## src/rtl/imem_loader_pkg.sv

```systemverilog
// rtl/imem_loader_pkg.sv - shared word size, word-count limit and loader state encodings
package imem_loader_pkg;
  localparam int WORDSIZE    = 32;
  localparam int ROM_COL_MAX = 16;

  localparam logic [2:0] S_IDLE = 3'd0;
  localparam logic [2:0] S_LEN  = 3'd1;
  localparam logic [2:0] S_DATA = 3'd2;
  localparam logic [2:0] S_CHK  = 3'd3;
  localparam logic [2:0] S_DONE = 3'd4;
  localparam logic [2:0] S_ERR  = 3'd5;

  function automatic int idx_width(input int max_words);
    return $clog2(max_words) + 1;
  endfunction
endpackage

```

## src/rtl/imem_loader_byte_assembler.sv

```systemverilog
// rtl/imem_loader_byte_assembler.sv - gathers four accepted bytes into a little-endian word
module imem_loader_byte_assembler
  import imem_loader_pkg::*;
(
  input  logic                i_clk,
  input  logic                i_reset,
  input  logic                i_clear,
  input  logic                i_take,
  input  logic [7:0]          i_data,
  output logic                o_word_valid,
  output logic [WORDSIZE-1:0] o_word
);
  logic [1:0]  r_cnt;
  logic [23:0] r_shift;

  always_ff @(posedge i_clk or posedge i_reset) begin
    if (i_reset) begin
      r_cnt   <= 2'd0;
      r_shift <= 24'd0;
    end else if (i_clear) begin
      r_cnt   <= 2'd0;
      r_shift <= 24'd0;
    end else if (i_take) begin
      r_cnt <= r_cnt + 2'd1;
      case (r_cnt)
        2'd0:    r_shift[7:0]   <= i_data;
        2'd1:    r_shift[15:8]  <= i_data;
        2'd2:    r_shift[23:16] <= i_data;
        default: r_shift        <= r_shift;
      endcase
    end
  end

  // The fourth byte is forwarded combinationally so the word is usable on its handshake cycle.
  assign o_word_valid = i_take && (r_cnt == 2'd3);
  assign o_word       = {i_data, r_shift};
endmodule

```

## src/rtl/imem_loader.sv

```systemverilog
// rtl/imem_loader.sv - boot-time instruction memory writer; IMEM_LOADER_CHECKSUM_EN adds a trailing checksum word
module imem_loader
  import imem_loader_pkg::*;
#(
  parameter logic [31:0] BASE_ADDR     = 32'd0,
  parameter int          MAX_WORDS     = ROM_COL_MAX,
  parameter bit          HOLD_AT_RESET = 1'b1
) (
  input  logic                i_clk,
  input  logic                i_reset,
  input  logic                i_start,
  input  logic                i_in_valid,
  input  logic [7:0]          i_in_data,
  output logic                o_in_ready,
  output logic                o_mem_we,
  output logic [31:0]         o_mem_addr,
  output logic [WORDSIZE-1:0] o_mem_wdata,
  output logic                o_busy,
  output logic                o_done,
  output logic                o_err,
  output logic                o_cpu_hold
);
  localparam int IDX_W = idx_width(MAX_WORDS);

  logic [2:0]          r_state;
  logic [IDX_W-1:0]    r_index;
  logic [IDX_W-1:0]    r_len;
  logic                r_mem_we;
  logic [31:0]         r_mem_addr;
  logic [WORDSIZE-1:0] r_mem_wdata;
  logic                r_done;
  logic                r_err;
  logic                r_hold;
`ifdef IMEM_LOADER_CHECKSUM_EN
  logic [WORDSIZE-1:0] r_sum;
`endif

  logic                w_active;
  logic                w_take;
  logic                w_start;
  logic                w_word_valid;
  logic [WORDSIZE-1:0] w_word;
  logic                w_last;

  assign w_active = (r_state == S_LEN) || (r_state == S_DATA) || (r_state == S_CHK);
  assign w_take   = i_in_valid && w_active;
  assign w_start  = i_start && !w_active;
  assign w_last   = ((r_index + IDX_W'(1)) == r_len);

  imem_loader_byte_assembler u_asm (
    .i_clk        (i_clk),
    .i_reset      (i_reset),
    .i_clear      (w_start),
    .i_take       (w_take),
    .i_data       (i_in_data),
    .o_word_valid (w_word_valid),
    .o_word       (w_word)
  );

  always_ff @(posedge i_clk or posedge i_reset) begin
    if (i_reset) begin
      r_state     <= S_IDLE;
      r_index     <= '0;
      r_len       <= '0;
      r_mem_we    <= 1'b0;
      r_mem_addr  <= BASE_ADDR;
      r_mem_wdata <= '0;
      r_done      <= 1'b0;
      r_err       <= 1'b0;
      r_hold      <= HOLD_AT_RESET;
`ifdef IMEM_LOADER_CHECKSUM_EN
      r_sum       <= '0;
`endif
    end else begin
      r_mem_we <= 1'b0;
      case (r_state)
        S_IDLE, S_DONE, S_ERR: begin
          if (i_start) begin
            r_state <= S_LEN;
            r_index <= '0;
            r_done  <= 1'b0;
            r_err   <= 1'b0;
            r_hold  <= 1'b1;
          end
        end
        S_LEN: begin
          if (w_word_valid) begin
`ifdef IMEM_LOADER_CHECKSUM_EN
            r_sum <= w_word;
`endif
            if (w_word == '0) begin
`ifdef IMEM_LOADER_CHECKSUM_EN
              r_state <= S_CHK;
`else
              r_state <= S_DONE;
              r_done  <= 1'b1;
              r_hold  <= 1'b0;
`endif
            end else if (w_word > WORDSIZE'(MAX_WORDS)) begin
              r_state <= S_ERR;
              r_err   <= 1'b1;
            end else begin
              r_state <= S_DATA;
              r_len   <= w_word[IDX_W-1:0];
            end
          end
        end
        S_DATA: begin
          if (w_word_valid) begin
            r_mem_we    <= 1'b1;
            r_mem_addr  <= BASE_ADDR + {{(30-IDX_W){1'b0}}, r_index, 2'b00};
            r_mem_wdata <= w_word;
            r_index     <= r_index + IDX_W'(1);
`ifdef IMEM_LOADER_CHECKSUM_EN
            r_sum       <= r_sum + w_word;
            if (w_last) r_state <= S_CHK;
`else
            if (w_last) begin
              r_state <= S_DONE;
              r_done  <= 1'b1;
              r_hold  <= 1'b0;
            end
`endif
          end
        end
`ifdef IMEM_LOADER_CHECKSUM_EN
        S_CHK: begin
          if (w_word_valid) begin
            if (w_word == r_sum) begin
              r_state <= S_DONE;
              r_done  <= 1'b1;
              r_hold  <= 1'b0;
            end else begin
              r_state <= S_ERR;
              r_err   <= 1'b1;
            end
          end
        end
`endif
        default: r_state <= S_IDLE;
      endcase
    end
  end

  assign o_in_ready  = w_active;
  assign o_busy      = w_active;
  assign o_mem_we    = r_mem_we;
  assign o_mem_addr  = r_mem_addr;
  assign o_mem_wdata = r_mem_wdata;
  assign o_done      = r_done;
  assign o_err       = r_err;
  assign o_cpu_hold  = r_hold;
endmodule

```

## config.mk

```make
export PLATFORM = sky130hd
export DESIGN_NAME = imem_loader
export DESIGN_NICKNAME = d
export VERILOG_FILES = /design/src/rtl/imem_loader_pkg.sv /design/src/rtl/imem_loader_byte_assembler.sv /design/src/rtl/imem_loader.sv
export SDC_FILE = /design/constraint.sdc
export NUM_CORES = 1
export LEC_CHECK = 0
export BUFFER_PORTS_ARGS = -buffer_cell sky130_fd_sc_hd__buf_4
export CAP_MARGIN = 10
export CORE_MARGIN = 3
export CORE_UTILIZATION = 50
export DETAILED_ROUTE_END_ITERATION = 7
export PLACE_DENSITY = 0.79
export SLEW_MARGIN = 20
export SYNTH_ARGS = -nofsm -noshare
export SYNTH_HDL_FRONTEND = slang
export SYNTH_SLANG_ARGS = --single-unit
```

## constraint.sdc

```tcl
create_clock -name i_clk -period 5.1 [get_ports i_clk]
set_input_delay 0.51 -clock i_clk [delete_from_list [all_inputs] [get_ports i_clk]]
set_output_delay 0.51 -clock i_clk [all_outputs]
set_load 0.02 [all_outputs]
```

-- Word level (Yosys, flattened, before mapping)
Index checks and enable logic that the tools add are counted.
- register bits after elaboration: 80
- input bits: 12
- output and inout bits: 70
- logic and storage cells: 95
- add/subtract/negate cells: 2
- order comparisons: 1
- equality and inequality tests: 16
- mux-type cells: 35
- bitwise operators: 2
- reduce and logical (&&, ||, !) cells: 26
- operator list (operator ; number):
    24-bit two-way mux ; 2
    32-bit by 5-bit greater-than comparator with 1-bit output (second input constant) ; 1
    32-bit logical NOT ; 1
    8-bit two-way mux ; 3
    3-bit two-way mux ; 6
    1-bit two-way mux ; 15
    2-bit nonzero test ; 6
    5-bit two-way mux ; 2
    5-bit one-hot mux with 2 select lines ; 1
    3-bit one-hot mux with 3 select lines ; 1
    2-bit by 1-bit != test with 1-bit output (second input constant) ; 4
    2-bit AND reduction ; 4
    4-bit AND reduction ; 2
    3-bit by 2-bit equality test with 1-bit output (second input constant) ; 2
    3-bit equality test (second input constant) ; 2
    2-bit != test (second input constant) ; 3
    1-bit one-hot mux with 3 select lines ; 2
    6-bit AND reduction ; 1
    5-bit by 1-bit adder with 5-bit output (second input constant) ; 1
    5-bit equality test ; 1
    5-bit AND reduction ; 1
    2-bit equality test (second input constant) ; 2
    2-bit two-way mux ; 2
    3-bit by 1-bit equality test with 1-bit output (second input constant) ; 1
    other kinds (12) ; 16

-- Longest topological paths before layout
- depth in word-level cells: 7
- depth in mapped cells: 7
- gate-level depth less buffers: 6

-- Hierarchy
Synthesis repeated with hierarchy kept, for this count alone.
- cells, all modules: 404
- area, all modules: 3935.0 µm²
- modules (own cells, without submodules) (module ; instances ; cells an instance ; area each (µm²) ; seq. area each (µm²)):
    imem_loader ; 1 ; 291 ; 2612.5 ; 1352.5
    imem_loader_byte_assembler ; 1 ; 113 ; 1322.5 ; 650.6

-- Worst setup path after synthesis
No wires, ideal clock.
- kind: register to register
- start point: register u_asm.r_shift[0]
- end point: register r_len[0]
- library setup time: 0.125 ns
- arrival: 2.004 ns
- required time: 4.975 ns
- setup slack: 2.972 ns
- stages on the path, launching flop included: 6
- buffers on the path: 0
- clock period less this slack: 2.128 ns
- cell sequence: dfrtp_1 -> or4_1 -> xnor2_1 -> or2_2 -> nor4_4 -> mux2_2
- cells in the longest elaborated chain, start to end: 3
- elaborated cells on any way between the ends: 5
- classes of those cells: 1 x order compare; 2 x bitwise; 2 x reduce/logical
- RTL lines (element ; line ; RTL):
    start: declaration ; imem_loader_byte_assembler.sv:14 ; logic [23:0] r_shift;
    start signal: assignment ; imem_loader_byte_assembler.sv:26 ; 2'd0: r_shift[7:0] <= i_data;
    start signal: assignment ; imem_loader_byte_assembler.sv:29 ; default: r_shift <= r_shift;
    32-bit by 5-bit greater-than comparator with 1-bit output / 32-bit logical NOT (equally long branches) ; imem_loader.sv:99, imem_loader.sv:91 ;
    1-bit inverter (no line) ; - ;
    4-bit AND reduction (no line) ; - ;
    end signal: assignment ; imem_loader.sv:104 ; r_len <= w_word[IDX_W-1:0];
    end: declaration ; imem_loader.sv:27 ; logic [IDX_W-1:0] r_len;
Several ways; a longest one is shown, not always the timed one.
A chain may end at the register's enable or synchronous reset.

-- Worst setup path after layout
- start point: register u_asm.r_shift[0]
- end point: register r_len[1]
- cells in the longest elaborated chain, start to end: 3
- elaborated cells on any way between the ends: 5
- classes of those cells: 1 x order compare; 2 x bitwise; 2 x reduce/logical
- RTL lines (element ; line):
    32-bit by 5-bit greater-than comparator with 1-bit output / 32-bit logical NOT (equally long branches) ; imem_loader.sv:99, imem_loader.sv:91
    1-bit inverter (no line) ; -
    4-bit AND reduction (no line) * ; -
Every way passes the cells marked *; elsewhere a longest branch is shown, timed or not.

==> reports/results.ini <==
[run_status]
status=finished, final reports clean

[critical_path]
worstSetupPathType=flop to flop
worst_setup_path_start_kind=flop
reg2reg_slack_ns=2.75
cp-end-kind=flop
cp_max_fo=5
cp.required_ns=5.34
cp.arrival_ns=2.59

[die]
start_util_pct=51.9
die-width_um=93.0
dieArea_sq_mm=0.00864
die_y_um=93.0
core_sq_mm=0.00729
rows=31
pin_count=82

[logic_synthesis]
yosysTopAreaCell=dfrtp_1
synth_ff_type=dfrtp_1
synth-seq-cells=80
synth_area_leaders=dfrtp_1 52%, mux2_2 13%, buf_4 5.6%, nand2_1 4.0%, a21oi_1 3.7%
syn-cell-area_sq_mm=0.00378
yosys_warnings=0
synthArstFlopShare_pct=100
yosysSeqAreaShare_pct=53.0
postSynthAreaPerCell_sq_um=11.0
synth_enable_flop_cells=0
synth.distinct_cells=46
synth_cells=344
synth.top_cell.area_share_pct=52.3

[cells_and_area]
diodes=0
area_delta_synth_final_pct=15.7
final-seq-area_sq_mm=0.00200
fill_cells=621
drive_gt1_share_pct=31.1
fin_util_pct=60.0
multi_input_area_sq_mm=0.00158
nets=410

[clock_tree]
cts_resized=0
cts-root-buf=clkbuf_8
clkTransAtPathRegs_ns=0.08
cts_buffers=9
tritoncts=yes
clk_latency_ns=0.35
clockBufferDepth=2
cts_setup_buffers=0
cts.sinks=80
cts_hold_buf=0
h-tree-depth=3

[detailed_routing]
wire_per_inst_um=16.1
ant_nets=0
dr.pass1.iters=5
drt_iter0_drc=224
drc=0
num_vias=2689
routed_via_density=5.43
wirelength_mm=7.99

[global_routing]
grt_pass1_vias=2631
grt_pass1_wl_mm=13.1
grt_overflow=0
grt_use_met2_pct=28.8
grt.total_usage_pct=19.1
antenna_found_initial=0
busiest_layer=met2
grt_max_degree=45
grtUsageMet3_pct=4.83
use_met1_pct=26.9

[timing]
rsz0062_at_grt=no
slew_viol_final=0
period_minus_slack_ns=2.35
fin_ws_ns=2.75
setup_violations=0
tns_ns=0
clock.fmax_mhz=426
worst_slew_pin_slew_ns=0.940
slew_headroom_pct=37.3
period_share_pct=46.1
finalHoldViolCount=0
finClkSkew_ns=0.00576

[place]
pre_cts_ws_ns=2.60
port_buffers=54
routabilityCongestion=0.816
post-dp-hpwl_mm=5.54

[job]
drv_cap=0

[pwr]
ir_drop_mv=0.213
total_leakage_power_uw=0.00217
powerDensity_mw_per_mm2=370

[hold_path]
worstHoldPathType=primary input to asynchronous set/reset pin

[worst max-delay path, stage by stage, from the launching register on]
cell and delay (ns):
dfrtp_1 0.43, or4_1 0.62, xnor2_1 0.18, or2_2 0.32, nor4_4 0.29, mux2_2 0.38
[state kept, by name (all words and copies together) (netlist names)]
name and flops:
o_mem_wdata 32, u_asm.r_shift 24, o_mem_addr 5, r_index 5, r_len 5, r_state 3, u_asm.r_cnt 2, o_cpu_hold 1
o_done 1, o_err 1, o_mem_we 1
[Yosys cell counts (all sizes together), types with 2 or more instances]
cell and number:
dfrtp 79, o22ai 2, or2 2, a22o 2
clkbuf 10, and2 5, o21ai 5, nand2b 2
inv 6, nand3 27, a21oi 28, nand2 40
nor3b 2, buf 35, mux2 45, nor3 4
nor2b 3, o41ai 2, ha 5, xnor2 3
nor4 8, nor2 7, xor2 3
[layout by cell type (no fill, tap or decap), types with 6 or more instances in the layout]
| cell | count |
|---|---|
| dfrtp_1 | 79 |
| conb_1 | 27 |
| nor4_1 | 7 |
| nand2_1 | 40 |
| mux2_2 | 43 |
| a21oi_1 | 28 |
| nor2_1 | 6 |
| buf_4 | 56 |
| nand3_1 | 27 |
| clkbuf_8 | 10 |
[area by class of cell]
class | instances | share of cell area [%]
Clock buffer | 10 | 3.15
Clock inverter | 4 | 1.60
Inverter | 6 | 0.515
Multi-Input combinational cell | 239 | 36.1
Sequential cell | 80 | 45.8
Tap cell | 99 | 2.83
Timing Repair Buffer | 57 | 10.1
[report_power, final]
part,leakage (uW),internal (uW),switching (uW)
Combinational,0.000960,125,239
Sequential,0.00110,686,65.6
Clock,0.000108,282,220
Total,0.00217,1090,525
[per-layer routing]
metal | vias to the layer above | wire length, um
met5 | - | 0
met2 | 113 | 3890
met1 | 1326 | 3400
li1 | 1239 | -
met4 | 0 | 97
met3 | 11 | 596
[path summary, 6_finish.rpt]
path,start,end,cells past startpoint
min,i_reset,o_mem_wdata[6],2
min in group i_clk,i_in_data[5],o_mem_wdata[29],2
max,u_asm.r_shift[0],r_len[1],5
min reg2reg,o_mem_wdata[2],o_mem_wdata[2],1
max reg2reg,u_asm.r_shift[0],r_len[1],5
max in group asynchronous,i_reset,o_cpu_hold,3
[stage by stage]
step / instance area [sq um] / hold slack [ns] / instances / total power, uW
after floorplan: 3880 / 0.488 / 370 / 1040
after global placement: 4150 / 0.483 / 480 / 1110
after detailed placement: 4150 / 0.484 / 480 / 1120
after CTS: 4360 / 0.304 / 494 / 1610
after global routing: 4380 / 0.338 / 495 / 1700
final: 4380 / 0.288 / 495 / 1620
[cells by family after synthesis]
family                     synth area share, %
AOI/OAI and AO/OA                         8.57
xor gates and xnor gates                  1.39
adders and majority gates                 1.92
buffers and inverters                     8.10
DFF                                       53.0
muxes                                     13.4
other                                   0.0991
and+or+nand+nor                           13.6
(Power assumes the default switching activity.)
